`src/rtl/l1_miss_queue_if.sv`:
```
// rtl/l1_miss_queue_if.sv - signal bundle between L1 tag lookup, l1_miss_queue, L2 and tag memory
//
// Purpose: groups the miss request, L2 fill request/response and tag-update/wake
//          signals of l1_miss_queue so they travel as one port.
// Signals:
//   miss_*            miss request from the tag lookup stage
//   full_o            no free entry
//   miss_retry_o      miss refused, requester reissues
//   l2_req_*          fill request to L2 (valid/ack handshake)
//   l2_resp_*         fill completion from L2
//   update_*          tag memory write (way/tag/set)
//   wake_strands_o    one-hot mask of strands to resume
// Modports: slave (the miss queue), master (the surrounding environment).
`ifndef L1_TAG_WIDTH
`define L1_TAG_WIDTH 21
`endif
`ifndef L1_SET_INDEX_WIDTH
`define L1_SET_INDEX_WIDTH 5
`endif

interface l1_miss_queue_if #(
  parameter int ENTRY_INDEX_WIDTH = 2
);
  logic                           miss_i;
  logic [25:0]                    miss_addr_i;
  logic [1:0]                     miss_way_i;
  logic [1:0]                     miss_strand_i;
  logic                           full_o;
  logic                           miss_retry_o;
  logic                           l2_req_valid_o;
  logic                           l2_req_ack_i;
  logic [25:0]                    l2_req_addr_o;
  logic [ENTRY_INDEX_WIDTH-1:0]   l2_req_id_o;
  logic                           l2_resp_valid_i;
  logic [ENTRY_INDEX_WIDTH-1:0]   l2_resp_id_i;
  logic                           update_o;
  logic [1:0]                     update_way_o;
  logic [`L1_TAG_WIDTH-1:0]       update_tag_o;
  logic [`L1_SET_INDEX_WIDTH-1:0] update_set_o;
  logic [3:0]                     wake_strands_o;

  modport slave (
    input  miss_i, miss_addr_i, miss_way_i, miss_strand_i,
    input  l2_req_ack_i, l2_resp_valid_i, l2_resp_id_i,
    output full_o, miss_retry_o, l2_req_valid_o, l2_req_addr_o, l2_req_id_o,
    output update_o, update_way_o, update_tag_o, update_set_o, wake_strands_o
  );

  modport master (
    output miss_i, miss_addr_i, miss_way_i, miss_strand_i,
    output l2_req_ack_i, l2_resp_valid_i, l2_resp_id_i,
    input  full_o, miss_retry_o, l2_req_valid_o, l2_req_addr_o, l2_req_id_o,
    input  update_o, update_way_o, update_tag_o, update_set_o, wake_strands_o
  );
endinterface

```
`src/rtl/l1_miss_queue.sv`:
```
// rtl/l1_miss_queue.sv - outstanding L1 line-miss tracker: allocates entries, issues L2 fills, updates tags, wakes strands
//
// Purpose: each entry is IDLE, PENDING (awaiting L2 issue) or ISSUED (awaiting L2
//          response) and holds line address, victim way and a waiter mask.
//          A miss to a line already tracked never allocates a second entry.
// Ports:
//   clk     clock
//   reset   asynchronous, active-high; discards every entry
//   bus     l1_miss_queue_if.slave: miss in, L2 request/response, tag update, wake mask
// Optional feature: define L1_MISS_MERGE_EN to merge a matching miss into the
//   existing entry's waiter mask; otherwise the miss is refused with miss_retry_o.
`ifndef L1_TAG_WIDTH
`define L1_TAG_WIDTH 21
`endif
`ifndef L1_SET_INDEX_WIDTH
`define L1_SET_INDEX_WIDTH 5
`endif

module l1_miss_queue #(
  parameter int NUM_ENTRIES       = 4,
  parameter int ENTRY_INDEX_WIDTH = 2
) (
  input logic            clk,
  input logic            reset,
  l1_miss_queue_if.slave bus
);

  typedef enum logic [1:0] {
    ST_IDLE    = 2'd0,
    ST_PENDING = 2'd1,
    ST_ISSUED  = 2'd2
  } entry_state_e;

  localparam int IW = ENTRY_INDEX_WIDTH;

  entry_state_e state_q   [NUM_ENTRIES];
  entry_state_e state_d   [NUM_ENTRIES];
  logic [25:0]  addr_q    [NUM_ENTRIES];
  logic [25:0]  addr_d    [NUM_ENTRIES];
  logic [1:0]   way_q     [NUM_ENTRIES];
  logic [1:0]   way_d     [NUM_ENTRIES];
  logic [3:0]   waiters_q [NUM_ENTRIES];
  logic [3:0]   waiters_d [NUM_ENTRIES];

  // Once an entry is presented to L2 it stays presented until acked, even if a
  // lower-index entry becomes PENDING meanwhile, so the request holds stable.
  logic          req_lock_q, req_lock_d;
  logic [IW-1:0] req_idx_q, req_idx_d;

  logic                           retry_q, retry_d;
  logic                           update_q, update_d;
  logic [1:0]                     update_way_q, update_way_d;
  logic [`L1_TAG_WIDTH-1:0]       update_tag_q, update_tag_d;
  logic [`L1_SET_INDEX_WIDTH-1:0] update_set_q, update_set_d;
  logic [3:0]                     wake_q, wake_d;

  logic          free_found, pend_found, match_found;
  logic [IW-1:0] free_idx, pend_idx, match_idx;
  logic          req_valid, resp_hit, full;
  logic [IW-1:0] req_idx;
  logic [3:0]    strand_oh;

  // Scans run from the top index down so the lowest matching index wins.
  always_comb begin
    free_found  = 1'b0;
    free_idx    = '0;
    pend_found  = 1'b0;
    pend_idx    = '0;
    match_found = 1'b0;
    match_idx   = '0;
    for (int i = NUM_ENTRIES - 1; i >= 0; i--) begin
      if (state_q[i] == ST_IDLE) begin
        free_found = 1'b1;
        free_idx   = IW'(i);
      end
      if (state_q[i] == ST_PENDING) begin
        pend_found = 1'b1;
        pend_idx   = IW'(i);
      end
      if (state_q[i] != ST_IDLE && addr_q[i] == bus.miss_addr_i) begin
        match_found = 1'b1;
        match_idx   = IW'(i);
      end
    end
  end

  always_comb begin
    full      = !free_found;
    req_valid = req_lock_q || pend_found;
    req_idx   = req_lock_q ? req_idx_q : pend_idx;
    resp_hit  = bus.l2_resp_valid_i && (state_q[bus.l2_resp_id_i] == ST_ISSUED);
    strand_oh = 4'b0001 << bus.miss_strand_i;
  end

  always_comb begin
    for (int i = 0; i < NUM_ENTRIES; i++) begin
      state_d[i]   = state_q[i];
      addr_d[i]    = addr_q[i];
      way_d[i]     = way_q[i];
      waiters_d[i] = waiters_q[i];
    end
    req_lock_d   = req_valid && !bus.l2_req_ack_i;
    req_idx_d    = req_idx;
    retry_d      = 1'b0;
    update_d     = 1'b0;
    update_way_d = '0;
    update_tag_d = '0;
    update_set_d = '0;
    wake_d       = '0;

    if (req_valid && bus.l2_req_ack_i) begin
      state_d[req_idx] = ST_ISSUED;
    end

    if (resp_hit) begin
      state_d[bus.l2_resp_id_i] = ST_IDLE;
      update_d     = 1'b1;
      update_way_d = way_q[bus.l2_resp_id_i];
      update_tag_d = addr_q[bus.l2_resp_id_i][25:`L1_SET_INDEX_WIDTH];
      update_set_d = addr_q[bus.l2_resp_id_i][`L1_SET_INDEX_WIDTH-1:0];
      wake_d       = waiters_q[bus.l2_resp_id_i];
    end

    // A miss while full is a protocol violation and is dropped outright. The
    // free index comes from registered state, so an entry freed this cycle is
    // not reused until the next one.
    if (bus.miss_i && !full) begin
      if (match_found) begin
`ifdef L1_MISS_MERGE_EN
        waiters_d[match_idx] = waiters_q[match_idx] | strand_oh;
        // Entry completing this very cycle: the merged strand joins its wake pulse.
        if (resp_hit && bus.l2_resp_id_i == match_idx) begin
          wake_d = wake_d | strand_oh;
        end
`else
        retry_d = 1'b1;
`endif
      end else begin
        state_d[free_idx]   = ST_PENDING;
        addr_d[free_idx]    = bus.miss_addr_i;
        way_d[free_idx]     = bus.miss_way_i;
        waiters_d[free_idx] = strand_oh;
      end
    end
  end

  always_ff @(posedge clk or posedge reset) begin
    if (reset) begin
      for (int i = 0; i < NUM_ENTRIES; i++) begin
        state_q[i]   <= ST_IDLE;
        addr_q[i]    <= '0;
        way_q[i]     <= '0;
        waiters_q[i] <= '0;
      end
      req_lock_q   <= 1'b0;
      req_idx_q    <= '0;
      retry_q      <= 1'b0;
      update_q     <= 1'b0;
      update_way_q <= '0;
      update_tag_q <= '0;
      update_set_q <= '0;
      wake_q       <= '0;
    end else begin
      for (int i = 0; i < NUM_ENTRIES; i++) begin
        state_q[i]   <= state_d[i];
        addr_q[i]    <= addr_d[i];
        way_q[i]     <= way_d[i];
        waiters_q[i] <= waiters_d[i];
      end
      req_lock_q   <= req_lock_d;
      req_idx_q    <= req_idx_d;
      retry_q      <= retry_d;
      update_q     <= update_d;
      update_way_q <= update_way_d;
      update_tag_q <= update_tag_d;
      update_set_q <= update_set_d;
      wake_q       <= wake_d;
    end
  end

  assign bus.full_o         = full;
  assign bus.miss_retry_o   = retry_q;
  assign bus.l2_req_valid_o = req_valid;
  assign bus.l2_req_addr_o  = req_valid ? addr_q[req_idx] : '0;
  assign bus.l2_req_id_o    = req_valid ? req_idx : '0;
  assign bus.update_o       = update_q;
  assign bus.update_way_o   = update_way_q;
  assign bus.update_tag_o   = update_tag_q;
  assign bus.update_set_o   = update_set_q;
  assign bus.wake_strands_o = wake_q;

endmodule

```
`src/flat_wrapper.sv`:
```
// flat-port wrapper written by rule: the top's interface ports become plain ports
module l1_miss_queue_flat 
#(
  parameter int NUM_ENTRIES       = 4,
  parameter int ENTRY_INDEX_WIDTH = 2
)
  (clk, reset, bus_miss_i, bus_miss_addr_i, bus_miss_way_i, bus_miss_strand_i, bus_l2_req_ack_i, bus_l2_resp_valid_i, bus_l2_resp_id_i, bus_full_o, bus_miss_retry_o, bus_l2_req_valid_o, bus_l2_req_addr_o, bus_l2_req_id_o, bus_update_o, bus_update_way_o, bus_update_tag_o, bus_update_set_o, bus_wake_strands_o);
  l1_miss_queue_if #(.ENTRY_INDEX_WIDTH(ENTRY_INDEX_WIDTH)) bus_i ();
  input logic clk;
  input logic reset;
  input wire logic [$bits(bus_i.miss_i)-1:0] bus_miss_i;
  input wire logic [$bits(bus_i.miss_addr_i)-1:0] bus_miss_addr_i;
  input wire logic [$bits(bus_i.miss_way_i)-1:0] bus_miss_way_i;
  input wire logic [$bits(bus_i.miss_strand_i)-1:0] bus_miss_strand_i;
  input wire logic [$bits(bus_i.l2_req_ack_i)-1:0] bus_l2_req_ack_i;
  input wire logic [$bits(bus_i.l2_resp_valid_i)-1:0] bus_l2_resp_valid_i;
  input wire logic [$bits(bus_i.l2_resp_id_i)-1:0] bus_l2_resp_id_i;
  output wire logic [$bits(bus_i.full_o)-1:0] bus_full_o;
  output wire logic [$bits(bus_i.miss_retry_o)-1:0] bus_miss_retry_o;
  output wire logic [$bits(bus_i.l2_req_valid_o)-1:0] bus_l2_req_valid_o;
  output wire logic [$bits(bus_i.l2_req_addr_o)-1:0] bus_l2_req_addr_o;
  output wire logic [$bits(bus_i.l2_req_id_o)-1:0] bus_l2_req_id_o;
  output wire logic [$bits(bus_i.update_o)-1:0] bus_update_o;
  output wire logic [$bits(bus_i.update_way_o)-1:0] bus_update_way_o;
  output wire logic [$bits(bus_i.update_tag_o)-1:0] bus_update_tag_o;
  output wire logic [$bits(bus_i.update_set_o)-1:0] bus_update_set_o;
  output wire logic [$bits(bus_i.wake_strands_o)-1:0] bus_wake_strands_o;
  assign bus_i.miss_i = bus_miss_i;
  assign bus_i.miss_addr_i = bus_miss_addr_i;
  assign bus_i.miss_way_i = bus_miss_way_i;
  assign bus_i.miss_strand_i = bus_miss_strand_i;
  assign bus_i.l2_req_ack_i = bus_l2_req_ack_i;
  assign bus_i.l2_resp_valid_i = bus_l2_resp_valid_i;
  assign bus_i.l2_resp_id_i = bus_l2_resp_id_i;
  assign bus_full_o = bus_i.full_o;
  assign bus_miss_retry_o = bus_i.miss_retry_o;
  assign bus_l2_req_valid_o = bus_i.l2_req_valid_o;
  assign bus_l2_req_addr_o = bus_i.l2_req_addr_o;
  assign bus_l2_req_id_o = bus_i.l2_req_id_o;
  assign bus_update_o = bus_i.update_o;
  assign bus_update_way_o = bus_i.update_way_o;
  assign bus_update_tag_o = bus_i.update_tag_o;
  assign bus_update_set_o = bus_i.update_set_o;
  assign bus_wake_strands_o = bus_i.wake_strands_o;
  l1_miss_queue #(.NUM_ENTRIES(NUM_ENTRIES), .ENTRY_INDEX_WIDTH(ENTRY_INDEX_WIDTH)) u_core (.clk(clk), .reset(reset), .bus(bus_i));
endmodule
```
`config.mk`:
```
export PLATFORM = sky130hd
export DESIGN_NAME = l1_miss_queue_flat
export DESIGN_NICKNAME = d
export VERILOG_FILES = /design/src/rtl/l1_miss_queue_if.sv /design/src/rtl/l1_miss_queue.sv /design/src/flat_wrapper.sv
export SDC_FILE = /design/constraint.sdc
export NUM_CORES = 1
export LEC_CHECK = 0
export CAP_MARGIN = 20
export CORE_MARGIN = 2
export CORE_UTILIZATION = 52
export DETAILED_ROUTE_END_ITERATION = 12
export PLACE_DENSITY = 0.76
export SLEW_MARGIN = 20
export SYNTH_ARGS = -nofsm -noshare
export SYNTH_HDL_FRONTEND = slang
export SYNTH_SLANG_ARGS = --single-unit
```
`constraint.sdc`:
```
create_clock -name clk -period 6.4 [get_ports clk]
set_input_delay 1.6 -clock clk [delete_from_list [all_inputs] [get_ports clk]]
set_output_delay 1.6 -clock clk [all_outputs]
set_load 0.02 [all_outputs]
```
* Word-level counts from Yosys, hierarchy flattened
Cells that the tools add are included.
** Word-level totals
- Bits in registers :: 173
** Operators by class
- Magnitude comparators :: 6
- Equality and inequality tests :: 9
- Shifts and indexed selects :: 1
- Mux-type cells :: 62
- Bitwise logic cells :: 12
- Reduce and logical (&&, ||, !) cells :: 23
** Operators with widths (count)
- 26-bit 2-to-1 mux :: 6
- 26-bit binary-select mux with 2-bit select :: 2
- 104-bit bitwise mux :: 1
- 26-bit == test :: 4
- 26-bit demux with 2-bit select :: 1
- 2-bit 2-to-1 mux :: 18
- 8-bit 2-to-1 mux :: 4
- 21-bit 2-to-1 mux :: 1
- 16-bit bitwise mux :: 1
- 4-bit 2-to-1 mux :: 4
- 1-bit 2-to-1 mux :: 15
- 2-bit demux with 2-bit select :: 3
- 1-bit logical AND :: 11
- 3-bit >= comparator, second input constant :: 3
- 3-bit by 1-bit less-than comparator with 1-bit output, second input constant :: 3
- 2-bit NOT with 3-bit output :: 3
- 4-bit AND :: 2
- 8-bit AND :: 1
- 2-bit binary-select mux with 2-bit select :: 2
- 4-bit binary-select mux with 2-bit select :: 1
- 8-bit bitwise mux :: 1
- 4-bit demux with 2-bit select :: 1
- 2-bit by 1-bit == test with 1-bit output, second input constant :: 4
- 2-bit logical NOT :: 4
- 11 further kinds :: 17

* Longest topological paths before layout
Gate-level depths: netlist of run 1.
- Depth in word-level cells :: 19
- Gate-level depth with buffers :: 10

* Least setup slack after synthesis of run 1
Ideal clock, no wire load.
- Kind :: input -> register
- From :: input port bus_miss_addr_i[6]
- To :: register u_core.addr_q[60] in the netlist's numbering
- Setup time :: 0.125 ns
- Arrival :: 3.726 ns
- Slack :: 2.548 ns
- Cell stages on the path :: 10
- Path buffers :: 3
- Cell sequence :: buf_4 > xor2_1 > nor4_1 > nand4_1 > or4_4 > nor2b_1 > and4b_1 > buf_6 > buf_12 > mux2_4
** Between the ends
- Cells in the longest elaborated chain, start to end :: 8
- Elaborated cells between the ends (all ways) :: 14
- Classes of those cells :: eq/ne (4); mux (4); bitwise (1); reduce/logical (5)
** Ends and longest elaborated chain
- from (decl) :: line flat_wrapper.sv:12 : input wire logic [$bits(bus_i.miss_addr_i)-1:0] bus_miss_addr_i;
- 26-bit == test :: line l1_miss_queue.sv:80 : if (state_q[i] != ST_IDLE && addr_q[i] == bus.miss_addr_i) begin
- 1-bit logical AND :: line l1_miss_queue.sv:80
- 1-bit 2-to-1 mux (3 in series) :: line l1_miss_queue.sv:80
- 1-bit 2-to-1 mux (*) :: line l1_miss_queue.sv:80
- 1-bit NOT (no line) (*)
- 2-bit AND reduction (no line) (*)
- to (signal, indexed assignment) :: line l1_miss_queue.sv:166 : addr_q[i] <= addr_d[i];
- to (decl) :: line l1_miss_queue.sv:38 : logic [25:0] addr_q [NUM_ENTRIES];
Every way passes the cells marked *; elsewhere a longest branch is shown, timed or not.
A chain may end at the register's enable or synchronous reset.

* Worst setup path in the final report of run 1
- From :: register u_core.state_q[2] in the netlist's numbering
- To :: output port bus_l2_req_addr_o[23]
** Between the ends
- Cells in the longest elaborated chain, start to end :: 10
- Elaborated cells between the ends (all ways) :: 14
- Classes of those cells :: eq/ne (1); mux (11); bitwise (1); reduce/logical (1)
** Ends and longest elaborated chain
- from (decl) :: line l1_miss_queue.sv:36 : entry_state_e state_q [NUM_ENTRIES];
- from (signal, indexed assignment) :: line l1_miss_queue.sv:165 : state_q[i] <= state_d[i];
- 2-bit by 1-bit == test with 1-bit output (*) :: line l1_miss_queue.sv:76 : if (state_q[i] == ST_PENDING) begin
- 2-bit 2-to-1 mux (3 in series) :: line l1_miss_queue.sv:76
- 2-bit 2-to-1 mux :: line l1_miss_queue.sv:90 : req_idx = req_lock_q ? req_idx_q : pend_idx;
- 2-bit NOT with 3-bit output (implied by the code) :: line l1_miss_queue.sv:184 : assign bus.l2_req_addr_o = req_valid ? addr_q[req_idx] : '0;
- 26-bit binary-select mux with 2-bit select :: line l1_miss_queue.sv:184
- 26-bit 2-to-1 mux (implied by the code) (2 in series) :: line l1_miss_queue.sv:184
- 26-bit 2-to-1 mux (*) :: line l1_miss_queue.sv:184
- to (decl) :: line flat_wrapper.sv:21 : output wire logic [$bits(bus_i.l2_req_addr_o)-1:0] bus_l2_req_addr_o;
Every way passes the cells marked *; elsewhere a longest branch is shown, timed or not. The select of a mux whose other input is x is not followed.

==> run_results.csv, run 1 <==
group,metric,value,unit
power_and_ir_drop,p_clk_share,17.2,%
grt,grt_start_max_net_pins,112,
yosys,synthFlopType,"dfrtp_1",
place,placedCellCount,966,
route,first_iter_violations,315,
finish,area_growth,16.10,%
sta,hold_viol_final,0,
clock_tree,cts_buffer_depth,2,
route,vias,5985,
grt,overflow,0,
clock_tree,cts_tree,"yes",
power_and_ir_drop,seq_power_share,32.0,%
power_and_ir_drop,p_leak,4.661,nW
floorplanning,rows,49,
yosys,netlist_area,9661,sq um
sta,fmax,201.4,MHz
worst_setup_path,crit_arrival,3.37,ns
yosys,synth_edf_count,0,
route,routed_wl,24140,microns
route,ant_nets,0,
finish,final_nets,793,
sta,min_period,4.966,ns
power_and_ir_drop,cellPowerDensity,581.7,nW/um^2
clock_tree,cts_root_buf,"clkbuf_16",
power_and_ir_drop,switching_share,37.24,%
sta,min_period_over_period,77.59,%
power_and_ir_drop,ir_drop,0.3193,mV
floorplanning,initial_core_util,53.41,%
finish,diodes,0,
grt,grt_pass1_wl,37820,microns
clock_tree,cts_buffers,17,
min_path,hp-class,"register to register",
clock_tree,postCtsSetupBuffers,0,
power_and_ir_drop,p_comb_share,50.8,%
sta,setup_ws,1.434,ns
clock_tree,htreeDepth,4,
place,routabilityCongestion,0.8853,
route,viasPerCell,5.997,
finish,final_cell_mix,"173 x dfrtp_1, 98 x clkdlybuf4s50_1, 72 x mux2_2, 70 x xor2_1, 58 x mux4_2",
sta,maxSlewViolCount,0,
clock_tree,cts_resized,0,
route,wl_per_cell,24.18,microns
worst_setup_path,crit_path_end_kind,"output pin",
yosys,ys_ff_latch,173,
place,port_buffers,100,
finish,final_cells,998,
yosys,yosysWarnings,0,
route,drt_pass1_iterations,5,
finish,final_common_cell,"dfrtp_1",
power_and_ir_drop,power_switching,2.429,mW
clock_tree,cts_sinks,173,
grt,antenna_found_initial,0,
floorplanning,die_w,140.3,microns
floorplanning,ios,101,
grt,grt_util_all_layers,25.62,%
outcome,status,"completed",
sta,finalSetupViolations,0,
worst_setup_path,crit_fanout,17,
flow_run,cap_violations,0,
worst_setup_path,worstSetupStartpointType,"register",
yosys,yosysSeqAreaShare,44.81,%
yosys,syn_avg_cell_area,14.10,sq um
sta,max-slew-margin-rel,26.79,%
worst_setup_path,critical_path_class,"register to output pin",
worst_setup_path,critPathRequiredTime,4.80,ns
place,hpwl,16100,microns
floorplanning,core_area,18090,sq um
clock_tree,cts-hold-fix-buffers,0,
sta,rsz0062_at_grt,"false",
route,drc,0,
place,pre_cts_slack,1.388,ns
floorplanning,die_area,19680,sq um
sta,max_slew.worst_pin.slew,1.098,ns
yosys,async_flop_share,100.0,%
yosys,syn_inst,685,
power_and_ir_drop,p_int,4.095,mW
floorplanning,die_y,140.3,microns
sta,fin_tns_setup,0,ns
sta,fin_skew,0.01266,ns
finish,drive_gt1_share,31.34,%
yosys,ys_types,43,
clock_tree,path_clk_slew,0.07,ns
grt,grt_pass1_vias,6488,
yosys,syn-num-nets,722,
clock_tree,clkLatencyLatePin,0.44,ns
-- final timing paths --
check | slack [ns] | start | cells past startpoint | to
max | 1.43 | u_core.state_q[2] | 7 | bus_l2_req_addr_o[23]
min | 0.50 | u_core.waiters_q[6] | 1 | u_core.waiters_q[6]
max reg2reg | 3.14 | u_core.addr_q[45] | 8 | u_core.way_q[4]
min reg2reg | 0.50 | u_core.waiters_q[6] | 1 | u_core.waiters_q[6]
max in group asynchronous | 3.70 | reset | 3 | u_core.way_q[0]
min in group asynchronous | 1.71 | reset | 2 | u_core.bus.update_set_o[4]
-- Yosys cell counts (3+ instances only) --
cell / count / area, sq um
mux2_2: 72 / 810.8
buf_4: 3 / 22.52
nor2_1: 12 / 45.04
mux4_2: 58 / 1306
dfrtp_1: 173 / 4329
clkbuf_8: 11 / 151.4
nand3_1: 6 / 30.03
buf_6: 11 / 123.9
mux2_4: 56 / 840.8
o21ai_0: 7 / 35.03
and2_1: 28 / 175.2
buf_1: 4 / 15.01
nor4_1: 18 / 112.6
a21oi_1: 3 / 15.01
clkbuf_1: 16 / 60.06
nor3_1: 3 / 15.01
nor2b_1: 36 / 225.2
nand4_1: 11 / 68.82
buf_2: 12 / 60.06
xnor2_1: 34 / 297.8
buf_12: 3 / 60.06
nand2_1: 10 / 37.54
xor2_1: 70 / 613.1
inv_1: 6 / 22.52
-- cell type report --
| type | count | area, sq um |
|---|---|---|
| sequential | 173 | 4329 |
| tap | 229 | 286.5 |
| inverter | 6 | 30.03 |
| multi-input combinational | 446 | 4841 |
| clock inverter | 14 | 206.4 |
| fill | 1322 | 6870 |
| clock buffer | 18 | 429.2 |
| timing repair buffer | 112 | 1094 |
-- stage by stage --
step	hold slack (ns)	utilization, %	power [mW]	cell area (sq um)
after floorplan	0.4739	-	4.244	9661
after global placement	0.4813	58.37	5.259	10560
after detailed placement	0.4889	58.49	5.390	10580
after CTS	0.5045	62.00	6.538	11210
after global routing	0.5247	62.01	6.831	11220
final	0.4998	62.01	6.524	11220
-- registers in the layout, summed over array words and instances (netlist names) --
signal                     count
u_core.bus.update_tag_o       21
u_core.req_lock_q              1
u_core.bus.update_set_o        5
u_core.bus.wake_strands_o      4
u_core.bus.update_o            1
u_core.addr_q                104
u_core.state_q                 8
u_core.way_q                   8
u_core.bus.update_way_o        2
u_core.waiters_q              16
u_core.req_idx_q               2
u_core.bus.miss_retry_o        1
-- cell families (layout without fill, tap and decap cells) --
family	Yosys count	in the layout	share of synthesized area, %
compound gates	20	20	1.425
xor+xnor	104	104	9.429
buf+inv	66	150	5.336
flops	173	173	44.81
mux	186	186	30.62
simple gates	136	136	8.380
-- metal layers --
metal  routed length (microns)  track usage (%)  vias to the layer above  part of all wire [%]
li1                          -                -                     2589                     -
met1                     10170            33.79                     3150                    42
met2                     12130            42.39                      209                    50
met3                      1318            5.983                       37                   5.5
met4                       519            8.293                        0                   2.2
met5                         0                0                        -                     0
-- critical path: stages (launching register included) --
cell and delay (ns):
dfrtp_1 0.44, nor2b_1 0.18, o21ai_0 0.23, a22o_2 0.53, buf_12 0.27, mux4_2 0.55, and2_1 0.18, clkdlybuf4s50_1 0.53
-- power groups by stage --
stage	clock, mW	sequential [mW]	combinational [mW]
global route	1.19	2.15	3.50
global placement	0	2.02	3.24
CTS	1.14	2.07	3.33
floorplan	0	1.97	2.28
detailed placement	0	2.09	3.30
finish	1.12	2.09	3.31
Note: power is estimated with default switching activity, not from simulation.
==> run 2, diff against run 1 <==
--- a/config.mk
+++ b/config.mk
@@ -7,7 +7,7 @@
 export LEC_CHECK = 0
 export CAP_MARGIN = 20
 export CORE_MARGIN = 2
-export CORE_UTILIZATION = 52
+export CORE_UTILIZATION = 54
 export DETAILED_ROUTE_END_ITERATION = 12
 export PLACE_DENSITY = 0.76
 export SLEW_MARGIN = 20
==> constraint.sdc (replaced) <==
create_clock -name clk -period 4.86 [get_ports clk]
set_input_delay 1.215 -clock clk [delete_from_list [all_inputs] [get_ports clk]]
set_output_delay 1.215 -clock clk [all_outputs]
set_load 0.02 [all_outputs]
==> run 2 against run 1 <==
Effect of this change: clock skew grew 0.0013 ns; sequential share of layout area fell by 0.26 points; register-to-register slack got worse by 1.4 ns; hold slack gained 0.00060 ns; largest cell class unchanged.
==> run_results.csv, run 2 (synthesized netlist as in run 1, its figures left out) <==
group,metric,value,unit
outcome,status,"completed",
finish,largest_reg_flops,104,
floorplanning,die_y,137.8,microns
sta,max_slew.worst_pin.slew,0.8729,ns
clock_tree,path_clk_slew,0.07,ns
finish,seqCellArea,4329,sq um
sta,fin_tns_setup,0,ns
finish,final_cells,1008,
clock_tree,htreeDepth,4,
grt,grt_util_all_layers,26.51,%
route,drt_pass1_iterations,7,
worst_setup_path,crit_chain,"nor2b_1 > o21ai_0 > a22o_2 > buf_12 > mux4_2 > and2_1 > clkdlybuf4s50_1",
worst_setup_path,startpoint,"u_core.state_q[2]",
route,drc,0,
clock_tree,cts_resized,0,
worst_setup_path,cpMaxStageDelayCell,"mux4_2",
floorplanning,core_area,17420,sq um
place,port_buffers,100,
sta,min_period,4.487,ns
floorplanning,die_area,18980,sq um
worst_setup_path,crit_buf_inv,2,
finish,final_cell_mix,"173 x dfrtp_1, 98 x clkdlybuf4s50_1, 72 x mux2_2, 70 x xor2_1, 58 x mux4_2",
worst_setup_path,worstSetupStartpointType,"register",
route,routed_wl,23320,microns
worst_setup_path,crit_arrival,3.27,ns
grt,grt_pass1_vias,6289,
sta,finalSetupViolations,0,
power_and_ir_drop,cellPowerDensity,751.4,nW/um^2
finish,final_nets,807,
clock_tree,postCtsSetupBuffers,0,
grt,antenna_found_initial,0,
finish,multiInputGateArea,4841,sq um
route,first_iter_violations,356,
finish,drive_gt1_share,32.69,%
power_and_ir_drop,ir_drop,0.4189,mV
sta,rsz0062_at_grt,"false",
route,ant_nets,0,
floorplanning,die_w,137.8,microns
clock_tree,cts-hold-fix-buffers,0,
place,pre_cts_slack,0.2683,ns
worst_setup_path,critPathTopFamily,"buffers and inverters",
clock_tree,cts_sinks,173,
sta,setup_ws,0.3729,ns
sta,maxSlewViolCount,0,
place,routabilityCongestion,0.8732,
grt,grt_start_max_net_pins,82,
route,vias,5961,
grt,overflow,0,
grt,grt_pass1_wl,36810,microns
floorplanning,rows,48,
finish,fill_cells,1284,
worst_setup_path,worstReg2RegStart,"u_core.addr_q[22]",
sta,fin_skew,0.01397,ns
flow_run,cap_violations,0,
worst_setup_path,critPathRequiredTime,3.64,ns
sta,fmax,222.9,MHz
worst_setup_path,crit_fanout,24,
place,placedCellCount,976,
sta,max-slew-margin-rel,41.75,%
finish,area_growth,16.90,%
finish,final_common_cell,"dfrtp_1",
worst_setup_path,cpPeakStageDelay,0.57,ns
floorplanning,ios,101,
floorplanning,initial_core_util,55.47,%
place,hpwl,16070,microns
clock_tree,cts_buffer_depth,2,
route,wl_per_cell,23.14,microns
clock_tree,clkLatencyLatePin,0.44,ns
clock_tree,cts_buffers,17,
power_and_ir_drop,p_leak,4.700,nW
sta,min_period_over_period,92.33,%
sta,hold_viol_final,0,
min_path,hp-class,"register to register",
clock_tree,cts_tree,"yes",
min_path,holdCritStartpoint,"u_core.waiters_q[6]",
clock_tree,cts_root_buf,"clkbuf_16",
route,viasPerCell,5.914,
finish,diodes,0,
finish,regMostFlops,"u_core.addr_q",
worst_setup_path,crit_path_end_kind,"output pin",
worst_setup_path,critical_path_class,"register to output pin",
[run 2: changes by cell type in the layout (fill, tap and decap cells not counted), sizes merged]
cell      change
buf          +14
bufinv        -2
clkbuf        +1
clkinv        -5
clkinvlp      +5
inv           +1
[run 2: final timing paths]
check	to	slack, ns	cells past startpoint
max	bus_l2_req_addr_o[3]	0.37	7
min reg2reg	u_core.waiters_q[6]	0.50	1
max in group asynchronous	u_core.addr_q[100]	2.92	3
max reg2reg	u_core.way_q[6]	1.72	8
min in group asynchronous	u_core.addr_q[5]	1.11	2
min	u_core.waiters_q[6]	0.50	1
[run 2: layout make-up]
cell class / count / area share (%)
clock buffers: 19 / 4.011
flip-flops and latches: 173 / 38.33
well taps: 225 / 2.493
clock inverters: 13 / 1.341
inverters: 6 / 0.2327
multi-input cells: 446 / 42.87
repair buffers: 126 / 10.72
[run 2: worst register-to-register path, delay by kind of cell, from the launching register on]
family | cells | cell delay [ns]
and+or+nand+nor | 5 | 1.76
DFF | 1 | 0.42
xor gates and xnor gates | 1 | 0.20
muxes | 1 | 0.37
buffers and inverters | 1 | 0.28
[run 2: where the power goes]
part           internal (mW)  leakage, nW  switching, mW
combinational           2.45         2.28           1.91
clock                  0.796        0.284          0.606
sequential              2.07         2.14          0.649
total                   5.32         4.70           3.16
[run 2: layer usage]
| metal | part of all wire, % | up-vias | track usage, % |
|---|---|---|---|
| met3 | 5.8 | 41 | 5.077 |
| met4 | 2.3 | 0 | 8.957 |
| met5 | 0 | - | 0 |
| met1 | 42 | 3106 | 36.23 |
| met2 | 50 | 199 | 42.95 |
| li1 | - | 2615 | - |
[run 2: metrics by stage]
step / util, % / power, mW / area (sq um) / hold WS, ns
3_3_place_gp: 61.37 / 6.961 / 10690 / 0.4817
4_1_cts: 64.84 / 8.514 / 11290 / 0.5032
6_report: 64.84 / 8.486 / 11290 / 0.5004
5_1_grt: 64.84 / 8.907 / 11290 / 0.5305
3_5_place_dp: 61.37 / 7.085 / 10690 / 0.4872
2_1_floorplan: - / 5.589 / 9664 / 0.4739
==> run 3, diff against run 2 <==
--- a/config.mk
+++ b/config.mk
@@ -9,8 +9,11 @@
 export CORE_MARGIN = 2
 export CORE_UTILIZATION = 54
 export DETAILED_ROUTE_END_ITERATION = 12
+export GPL_ROUTABILITY_DRIVEN = 0
+export MAX_ROUTING_LAYER = met4
 export PLACE_DENSITY = 0.76
 export SLEW_MARGIN = 20
 export SYNTH_ARGS = -nofsm -noshare
 export SYNTH_HDL_FRONTEND = slang
 export SYNTH_SLANG_ARGS = --single-unit
+export TNS_END_PERCENT = 50
==> run 3 against run 2 <==
Effect of this change: register-to-register slack worse by 0.02 ns; non-clock buffer count stayed put; via count is 0.64% higher; sequential power hardly changed; largest cell class unchanged; cell count stayed put; highest routed layer unchanged; total power hardly changed; utilization stayed put; critical path type unchanged; critical endpoint unchanged.
==> run_results.csv, run 3 (synthesized netlist as in run 1, its figures left out) <==
group,metric,value,unit
sta,fin_skew,0.01267,ns
route,drt_pass1_iterations,7,
power_and_ir_drop,p_leak,4.700,nW
power_and_ir_drop,power.total,8.488,mW
worst_setup_path,critical_path_class,"register to output pin",
floorplanning,ios,101,
outcome,status,"completed",
place,port_buffers,100,
finish,largest_reg_flops,104,
min_path,holdCritStartpoint,"u_core.waiters_q[6]",
worst_setup_path,r2r_cells,8,
floorplanning,die_area,18980,sq um
clock_tree,path_clk_slew,0.07,ns
route,viasPerCell,5.951,
grt,grt_util_all_layers,27.36,%
power_and_ir_drop,p_int,5.325,mW
floorplanning,die_y,137.8,microns
clock_tree,cts_root_buf,"clkbuf_16",
clock_tree,clkLatencyLatePin,0.44,ns
floorplanning,die_w,137.8,microns
power_and_ir_drop,cellPowerDensity,751.6,nW/um^2
clock_tree,cts_tree,"yes",
clock_tree,cts_buffer_depth,2,
min_path,whs_endpoint,"u_core.waiters_q[6]",
sta,rsz0062_at_grt,"false",
grt,grt_start_max_net_pins,82,
sta,hold_viol_final,0,
power_and_ir_drop,switching_share,37.27,%
sta,min_period_over_period,92.18,%
power_and_ir_drop,p_comb_share,51.4,%
grt,grt_pass1_vias,6281,
grt,grt_pass1_wl,36830,microns
floorplanning,initial_core_util,55.47,%
sta,setup_ws,0.3800,ns
worst_setup_path,crit_chain,"nor2b_1 > o21ai_0 > a22o_2 > buf_12 > mux4_2 > and2_1 > clkdlybuf4s50_1",
clock_tree,cts-hold-fix-buffers,0,
sta,fin_hold_ws,0.4996,ns
worst_setup_path,crit_buf_inv,2,
sta,min_period,4.480,ns
place,pre_cts_slack,0.2683,ns
worst_setup_path,worstSetupStartpointType,"register",
clock_tree,postCtsSetupBuffers,0,
power_and_ir_drop,seq_power_share,32.1,%
worst_setup_path,crit_arrival,3.26,ns
finish,diodes,0,
worst_setup_path,cpMaxStageDelayCell,"mux4_2",
sta,maxSlewViolCount,0,
clock_tree,htreeDepth,4,
route,routed_wl,23410,microns
finish,final_common_cell,"dfrtp_1",
worst_setup_path,cpPeakStageDelay,0.57,ns
finish,final_nets,807,
place,hpwl,16070,microns
worst_setup_path,regToRegEndpoint,"u_core.way_q[6]",
min_path,hold_path_depth,1,
flow_run,cap_violations,0,
grt,overflow,0,
sta,finalSetupViolations,0,
clock_tree,cts_resized,0,
sta,fmax,223.2,MHz
worst_setup_path,crit_path_end_kind,"output pin",
sta,max-slew-margin-rel,42.78,%
worst_setup_path,worst-r2r-setup-slack,1.70,ns
floorplanning,rows,48,
clock_tree,cts_buffers,17,
finish,final_cell_mix,"173 x dfrtp_1, 98 x clkdlybuf4s50_1, 72 x mux2_2, 70 x xor2_1, 58 x mux4_2",
route,first_iter_violations,451,
place,dpl_cell_area,10690,sq um
worst_setup_path,critPathRequiredTime,3.64,ns
min_path,hp-class,"register to register",
clock_tree,cts_sinks,173,
sta,fin_tns_setup,0,ns
finish,regMostFlops,"u_core.addr_q",
sta,max_slew.worst_pin.slew,0.8573,ns
worst_setup_path,crit_fanout,24,
worst_setup_path,critPathTopFamily,"buffers and inverters",
route,ant_nets,0,
power_and_ir_drop,power_switching,3.163,mW
route,wl_per_cell,23.22,microns
worst_setup_path,worstReg2RegStart,"u_core.addr_q[22]",
route,vias,5999,
floorplanning,core_area,17420,sq um
route,drc,0,
power_and_ir_drop,ir_drop,0.4190,mV
finish,drive_gt1_share,32.69,%
finish,fin_area,11290,sq um
finish,area_growth,16.90,%
grt,antenna_found_initial,0,
power_and_ir_drop,p_clk_share,16.5,%
==> run 3: cell counts in the layout (fill, tap and decap cells not counted) <==
Identical to the previous run, type by type.
==> run 3: routing by layer <==
layer / up-vias / GRT usage, % / part of all wire (%)
li1: 2619 / - / -
met1: 3140 / 36.52 / 43
met2: 206 / 42.92 / 50
met3: 34 / 4.930 / 5.6
met4: 0 / 8.957 / 2.2
met5: - / - / 0
==> run 3: worst reg2reg max path, cell delays in order (launching register included) <==
cell     delay, ns
dfrtp_1       0.42
xor2_1        0.20
nor4_1        0.61
nand4_1       0.19
or4_4         0.57
nor2b_1       0.17
and3_2        0.24
buf_4         0.28
mux2_4        0.37
==> run 3: area by class of cell <==
cell class              count  area [sq um]
inverters                   6         26.28
flip-flops and latches    173          4329
repair buffers            126          1211
clock buffers              19         452.9
fillers                  1284          6123
clock inverters            13         151.4
well taps                 225         281.5
multi-input cells         446          4841
==> run 3: how the worst max path moves through the flow <==
stage / depth (start not counted) / slack, ns / startpoint / endpoint
after floorplan: 10 / 1.39 / bus_miss_addr_i[6] / u_core.addr_q[60]
after global placement: 9 / 0.31 / bus_miss_addr_i[16] / u_core.way_q[6]
after detailed placement: 9 / 0.27 / bus_miss_addr_i[22] / u_core.waiters_q[12]
after CTS: 7 / 0.36 / u_core.state_q[2] / bus_l2_req_addr_o[25]
after global routing: 7 / 0.20 / u_core.state_q[2] / bus_l2_req_addr_o[12]
final: 7 / 0.38 / u_core.state_q[2] / bus_l2_req_addr_o[3]
==> run 3: through the flow <==
stage | cells | utilization [%]
2_1_floorplan | 685 | -
3_3_place_gp | 976 | 61.37
3_5_place_dp | 976 | 61.37
4_1_cts | 1008 | 64.84
5_1_grt | 1008 | 64.84
6_report | 1008 | 64.84
==> run 3: power by group through the flow <==
| stage | Combinational (mW) | Clock [mW] | Sequential, mW |
|---|---|---|---|
| after global placement | 4.31 | 0 | 2.65 |
| final | 4.36 | 1.40 | 2.72 |
| after global routing | 4.62 | 1.48 | 2.81 |
| after floorplan | 3.00 | 0 | 2.59 |
| after CTS | 4.39 | 1.42 | 2.71 |
| after detailed placement | 4.36 | 0 | 2.72 |
